**src/rtl/in_cond_pkg.sv**
```systemverilog
// Shared types for the In1 input conditioner: debounce FSM state encoding and glitch counter width.
package in_cond_pkg;

  typedef enum logic [1:0] {
    LOW    = 2'b00,
    Q_RISE = 2'b01,
    HIGH   = 2'b10,
    Q_FALL = 2'b11
  } db_state_e;

  localparam int GLITCH_W = 8;

endpackage

```
**src/rtl/in_sync_chain.sv**
```systemverilog
// Multi-flop synchroniser bringing an asynchronous single-bit input into the CLK domain.
module in_sync_chain #(
  parameter int SYNC_STAGES = 2
) (
  input  logic CLK,
  input  logic RST,
  input  logic d,
  output logic q
);

  logic [SYNC_STAGES-1:0] chain;

  always_ff @(posedge CLK or negedge RST) begin
    if (!RST) chain <= '0;
    else      chain <= {chain[SYNC_STAGES-2:0], d};
  end

  assign q = chain[SYNC_STAGES-1];

endmodule

```
**src/rtl/in1_debounce_sync.sv**
```systemverilog
// Synchronises and debounces raw_in into a clean level plus edge strobes for the In1 detector.
// Optional abort counter on glitch_cnt is built when IN_COND_GLITCH_CNT_EN is defined.
module in1_debounce_sync
  import in_cond_pkg::*;
#(
  parameter int SYNC_STAGES = 2,
  parameter int DB_CYCLES   = 4
) (
  input  logic CLK,
  input  logic RST,
  input  logic raw_in,
  input  logic sample_en,
  output logic clean_out,
  output logic rise_pulse,
  output logic fall_pulse,
  output logic stable
`ifdef IN_COND_GLITCH_CNT_EN
  ,
  output logic [GLITCH_W-1:0] glitch_cnt
`endif
);

  localparam int CNT_W = $clog2(DB_CYCLES) + 1;
  localparam logic [CNT_W-1:0] CNT_LAST = CNT_W'(DB_CYCLES - 1);

  logic            s;
  db_state_e       state, state_nxt;
  logic [CNT_W-1:0] cnt, cnt_nxt;
  logic            clean_nxt, rise_nxt, fall_nxt;

  in_sync_chain #(.SYNC_STAGES(SYNC_STAGES)) u_sync (
    .CLK (CLK),
    .RST (RST),
    .d   (raw_in),
    .q   (s)
  );

  always_ff @(posedge CLK or negedge RST) begin
    if (!RST) begin
      state      <= LOW;
      cnt        <= '0;
      clean_out  <= 1'b0;
      rise_pulse <= 1'b0;
      fall_pulse <= 1'b0;
    end else begin
      state      <= state_nxt;
      cnt        <= cnt_nxt;
      clean_out  <= clean_nxt;
      rise_pulse <= rise_nxt;
      fall_pulse <= fall_nxt;
    end
  end

  // The first disagreeing sample counts as sample 1, so qualification takes DB_CYCLES samples.
  always_comb begin
    state_nxt = state;
    cnt_nxt   = cnt;
    clean_nxt = clean_out;
    rise_nxt  = 1'b0;
    fall_nxt  = 1'b0;
    if (sample_en) begin
      case (state)
        LOW: begin
          if (s) begin
            state_nxt = Q_RISE;
            cnt_nxt   = CNT_W'(1);
          end
        end
        Q_RISE: begin
          if (!s) begin
            state_nxt = LOW;
            cnt_nxt   = '0;
          end else if (cnt == CNT_LAST) begin
            state_nxt = HIGH;
            cnt_nxt   = '0;
            clean_nxt = 1'b1;
            rise_nxt  = 1'b1;
          end else begin
            cnt_nxt = cnt + CNT_W'(1);
          end
        end
        HIGH: begin
          if (!s) begin
            state_nxt = Q_FALL;
            cnt_nxt   = CNT_W'(1);
          end
        end
        Q_FALL: begin
          if (s) begin
            state_nxt = HIGH;
            cnt_nxt   = '0;
          end else if (cnt == CNT_LAST) begin
            state_nxt = LOW;
            cnt_nxt   = '0;
            clean_nxt = 1'b0;
            fall_nxt  = 1'b1;
          end else begin
            cnt_nxt = cnt + CNT_W'(1);
          end
        end
        default: begin
          state_nxt = LOW;
          cnt_nxt   = '0;
        end
      endcase
    end
  end

  always_comb begin
    stable = (state == LOW) || (state == HIGH);
  end

`ifdef IN_COND_GLITCH_CNT_EN
  logic                abort;
  logic [GLITCH_W-1:0] glitch_q;

  assign abort = sample_en &&
                 (((state == Q_RISE) && (state_nxt == LOW)) ||
                  ((state == Q_FALL) && (state_nxt == HIGH)));

  // Saturating; only reset clears it.
  always_ff @(posedge CLK or negedge RST) begin
    if (!RST)                          glitch_q <= '0;
    else if (abort && (glitch_q != '1)) glitch_q <= glitch_q + 1'b1;
  end

  assign glitch_cnt = glitch_q;
`endif

endmodule

```
**config.mk**
```make
export PLATFORM = sky130hd
export DESIGN_NAME = in1_debounce_sync
export DESIGN_NICKNAME = d
export VERILOG_FILES = /design/src/rtl/in_cond_pkg.sv /design/src/rtl/in_sync_chain.sv /design/src/rtl/in1_debounce_sync.sv
export SDC_FILE = /design/constraint.sdc
export NUM_CORES = 1
export LEC_CHECK = 0
export ABC_CLOCK_PERIOD_IN_PS = 3700
export CORE_AREA = 2 2 39 41
export DETAILED_ROUTE_END_ITERATION = 7
export DIE_AREA = 0 0 41 43
export GPL_TIMING_DRIVEN = 0
export PLACE_DENSITY = 0.64
export SYNTH_ARGS = -nofsm -noshare
export SYNTH_HDL_FRONTEND = slang
export SYNTH_HIERARCHICAL = 1
export SYNTH_SLANG_ARGS = --single-unit
```
**constraint.sdc**
```tcl
create_clock -name CLK -period 3.7 [get_ports CLK]
set_clock_uncertainty 0.2 [all_clocks]
set_input_delay 0.555 -clock CLK [delete_from_list [all_inputs] [get_ports CLK]]
set_output_delay 0.555 -clock CLK [all_outputs]
set_load 0.02 [all_outputs]
```
==> results.txt <==
status: finished clean
sw frac: 0.317
initial antenna violation count: 0
fin util: 0.401
Synth area leader: dfrtp_1
CP endpoint kind: output port
post-route non-filler standard cell count: 63
GPL Wtd Cong: 0.678
smallest setup slack after layout: 1.52 ns
XOR/XNOR Fraction of Synth Area: 0.0379
vias in the first global route: 236
die extent in x: 41 µm
most common cell in the netlist: dfrtp_1
DR vias/cell: 4.79
Mapped Area: 429 µm²
initial DRC count: 15
RSZ-0062 raised after global routing: no
buffer depth of the longest clock path: 2
Die Ht: 43 µm
Total GRT Usage: 0.0877
CTS Buf Count: 3
most frequent cells after synthesis: dfrtp_1 (10), a21oi_1 (4), nand2_1 (3)
Antenna diodes: 0
relative slew slack: 0.701
sequential share of the synthesized area: 0.583
total net switching power: 113 µW
Ports: 8
setup_tns: 0 ns
Adder-Cell Fraction of Synth Area: 0.0292
syn avg cell area: 11.9 µm²
pre-CTS setup slack: 1.75 ns
HPWL after detailed placement: 489 µm
WL/cell: 10.7 µm
HP Class: reg2reg
Hold Buf Count CTS: 0
number of port buffers: 7
fraction of registers with async set/reset: 1.00
GR Layer Usage met1: 0.142
# DRC: 0
Post CTS Setup Buffer Count: 0
design area: 556 µm²
fin nets: 53
Die ar.: 1760 µm²
GRT met3 Usage: 0.0314
total number of vias: 302
number of cell rows: 14
layout filler cell count: 133
pwr dens: 645 nW/µm²
largest family of logic cells by synthesized area: simple AND/OR/NAND/NOR gates
fin crit share: 0.589
CTS tree: done
Compound-Gate Fraction of Synth Area: 0.120
share of cells above drive strength 1: 0.170
top cells by area, synth: dfrtp_1 (58%), a21oi_1 (4.7%), xor2_2 (3.8%)
simple-gate portion of the synthesized area: 0.195
grt total ovfl: 0
core box area: 1380 µm²
Final Critical Period: 2.18 ns
Routed Antenna Nets: 0
fraction of synthesized area in multiplexers: 0.0262
CTS H-Tree Depth: 1
Clock Sinks: 10
area of the multi-input gates: 175 µm²
number of enable flip-flop cells after synthesis: 0
max-cap violation count: 0
most crowded layer after global routing: met1
fmax: 0.459 GHz
post-CTS sizing: 0
FF/Latch Area: 250 µm²
Clock Power Share: 0.267
worst slew pin tran: 0.446 ns
Crit path arrival time: 1.42 ns
CTS clk-pin slew, worst paths: 0.06 ns
first-pass GRT wire length: 1000 µm
final setup fails: 0
Leak: 0.249 nW
Placed Cells: 59
worst IR drop on VDD: 213 µV
router iterations before antenna repair: 4
CP max FO: 7
Worst setup SP type: flip-flop
largest net degree at the start of global routing: 11
YS warnings: 6
Root Buffer: clkbuf_4
WL final: 674 µm
cell count after synthesis: 36
Initial Util: 0.310
CP required: 2.94 ns
Area after DPL: 519 µm²
Area Overhead vs Synth: 29.4%
register share of total power: 0.444
post-synth top area share: 0.583
Post-Syn Nets: 41
Comb power frac: 0.289
critical path class: reg2out
Seq cells post-synth: 10
clk_lat worst skew: 0.26 ns
Final Hold Viols: 0
max-slew violation count: 0
Internal: 245 µW
commonest register cell after synthesis: dfrtp_1
synth unique cells: 19
grt met2 use: 0.0906
-- worst max-delay path: stages, from the launching register on --
cell	delay, ns
dfrtp_1	0.44
inv_1	0.12
clkdlybuf4s50_1	0.61
-- logic make-up (layout without fill, tap and decap cells) --
logic type | after synthesis | in the layout
XOR/XNOR | 1 | 1
adder cells (fa/ha/maj) | 1 | 1
AND/OR/NAND/NOR | 13 | 13
multiplexers | 1 | 1
flip-flops | 10 | 10
buffers and inverters | 1 | 12
AO/OA/AOI/OAI | 9 | 9
-- worst paths after layout --
kind                                    to  depth (start not counted)  slack [ns]       startpoint
hold reg to reg            u_sync/chain[1]                          0        0.16  u_sync/chain[0]
max in group asynchronous  u_sync/chain[0]                          1        2.59              RST
setup reg to reg                    cnt[0]                          4        2.14           cnt[0]
min in group asynchronous       fall_pulse                          1        0.41              RST
setup / recovery                    stable                          2        1.52         state[0]
hold / removal             u_sync/chain[1]                          0        0.16  u_sync/chain[0]
-- registers in the layout, indices dropped and copies added (netlist names), named ones only --
register and flops:
clean_out 1, cnt 3, fall_pulse 1, rise_pulse 1, state 1, u_sync/chain 2
-- layer usage --
metal  up-vias  wire length [µm]
li1        155                 -
met1       141               336
met2         6               310
met3         0                27
met4         0                 0
met5         -                 0
-- placed cells by master (no fill, tap or decap), types with 2 or more instances in the layout --
| cell | count |
|---|---|
| nor2_1 | 2 |
| clkbuf_4 | 3 |
| nand2_1 | 3 |
| o21ai_0 | 2 |
| dfrtp_1 | 10 |
| nand3_1 | 2 |
| clkdlybuf4s50_1 | 7 |
| a21oi_1 | 4 |
-- metrics by stage --
step / hold slack [ns] / total power, mW
floorplan: 0.0594 / 0.230
global placement: 0.139 / 0.262
detailed placement: 0.146 / 0.266
CTS: 0.161 / 0.362
global route: 0.167 / 0.385
finish: 0.158 / 0.359
-- power groups by stage --
| stage | Combinational [mW] | Clock, mW | Sequential (mW) |
|---|---|---|---|
| 6_report | 0.103 | 0.0958 | 0.159 |
| 5_1_grt | 0.119 | 0.104 | 0.162 |
| 4_1_cts | 0.104 | 0.0982 | 0.159 |
| 3_5_place_dp | 0.105 | 0 | 0.161 |
| 3_3_place_gp | 0.102 | 0 | 0.160 |
| 2_1_floorplan | 0.0702 | 0 | 0.159 |
-- cell type report --
type,count,area share
multi-input cells,25,0.315
clock buffers,4,0.0653
repair buffers,7,0.126
inverters,1,0.00676
flip-flops and latches,10,0.450
well taps,16,0.0360
(Power assumes the default switching activity.)
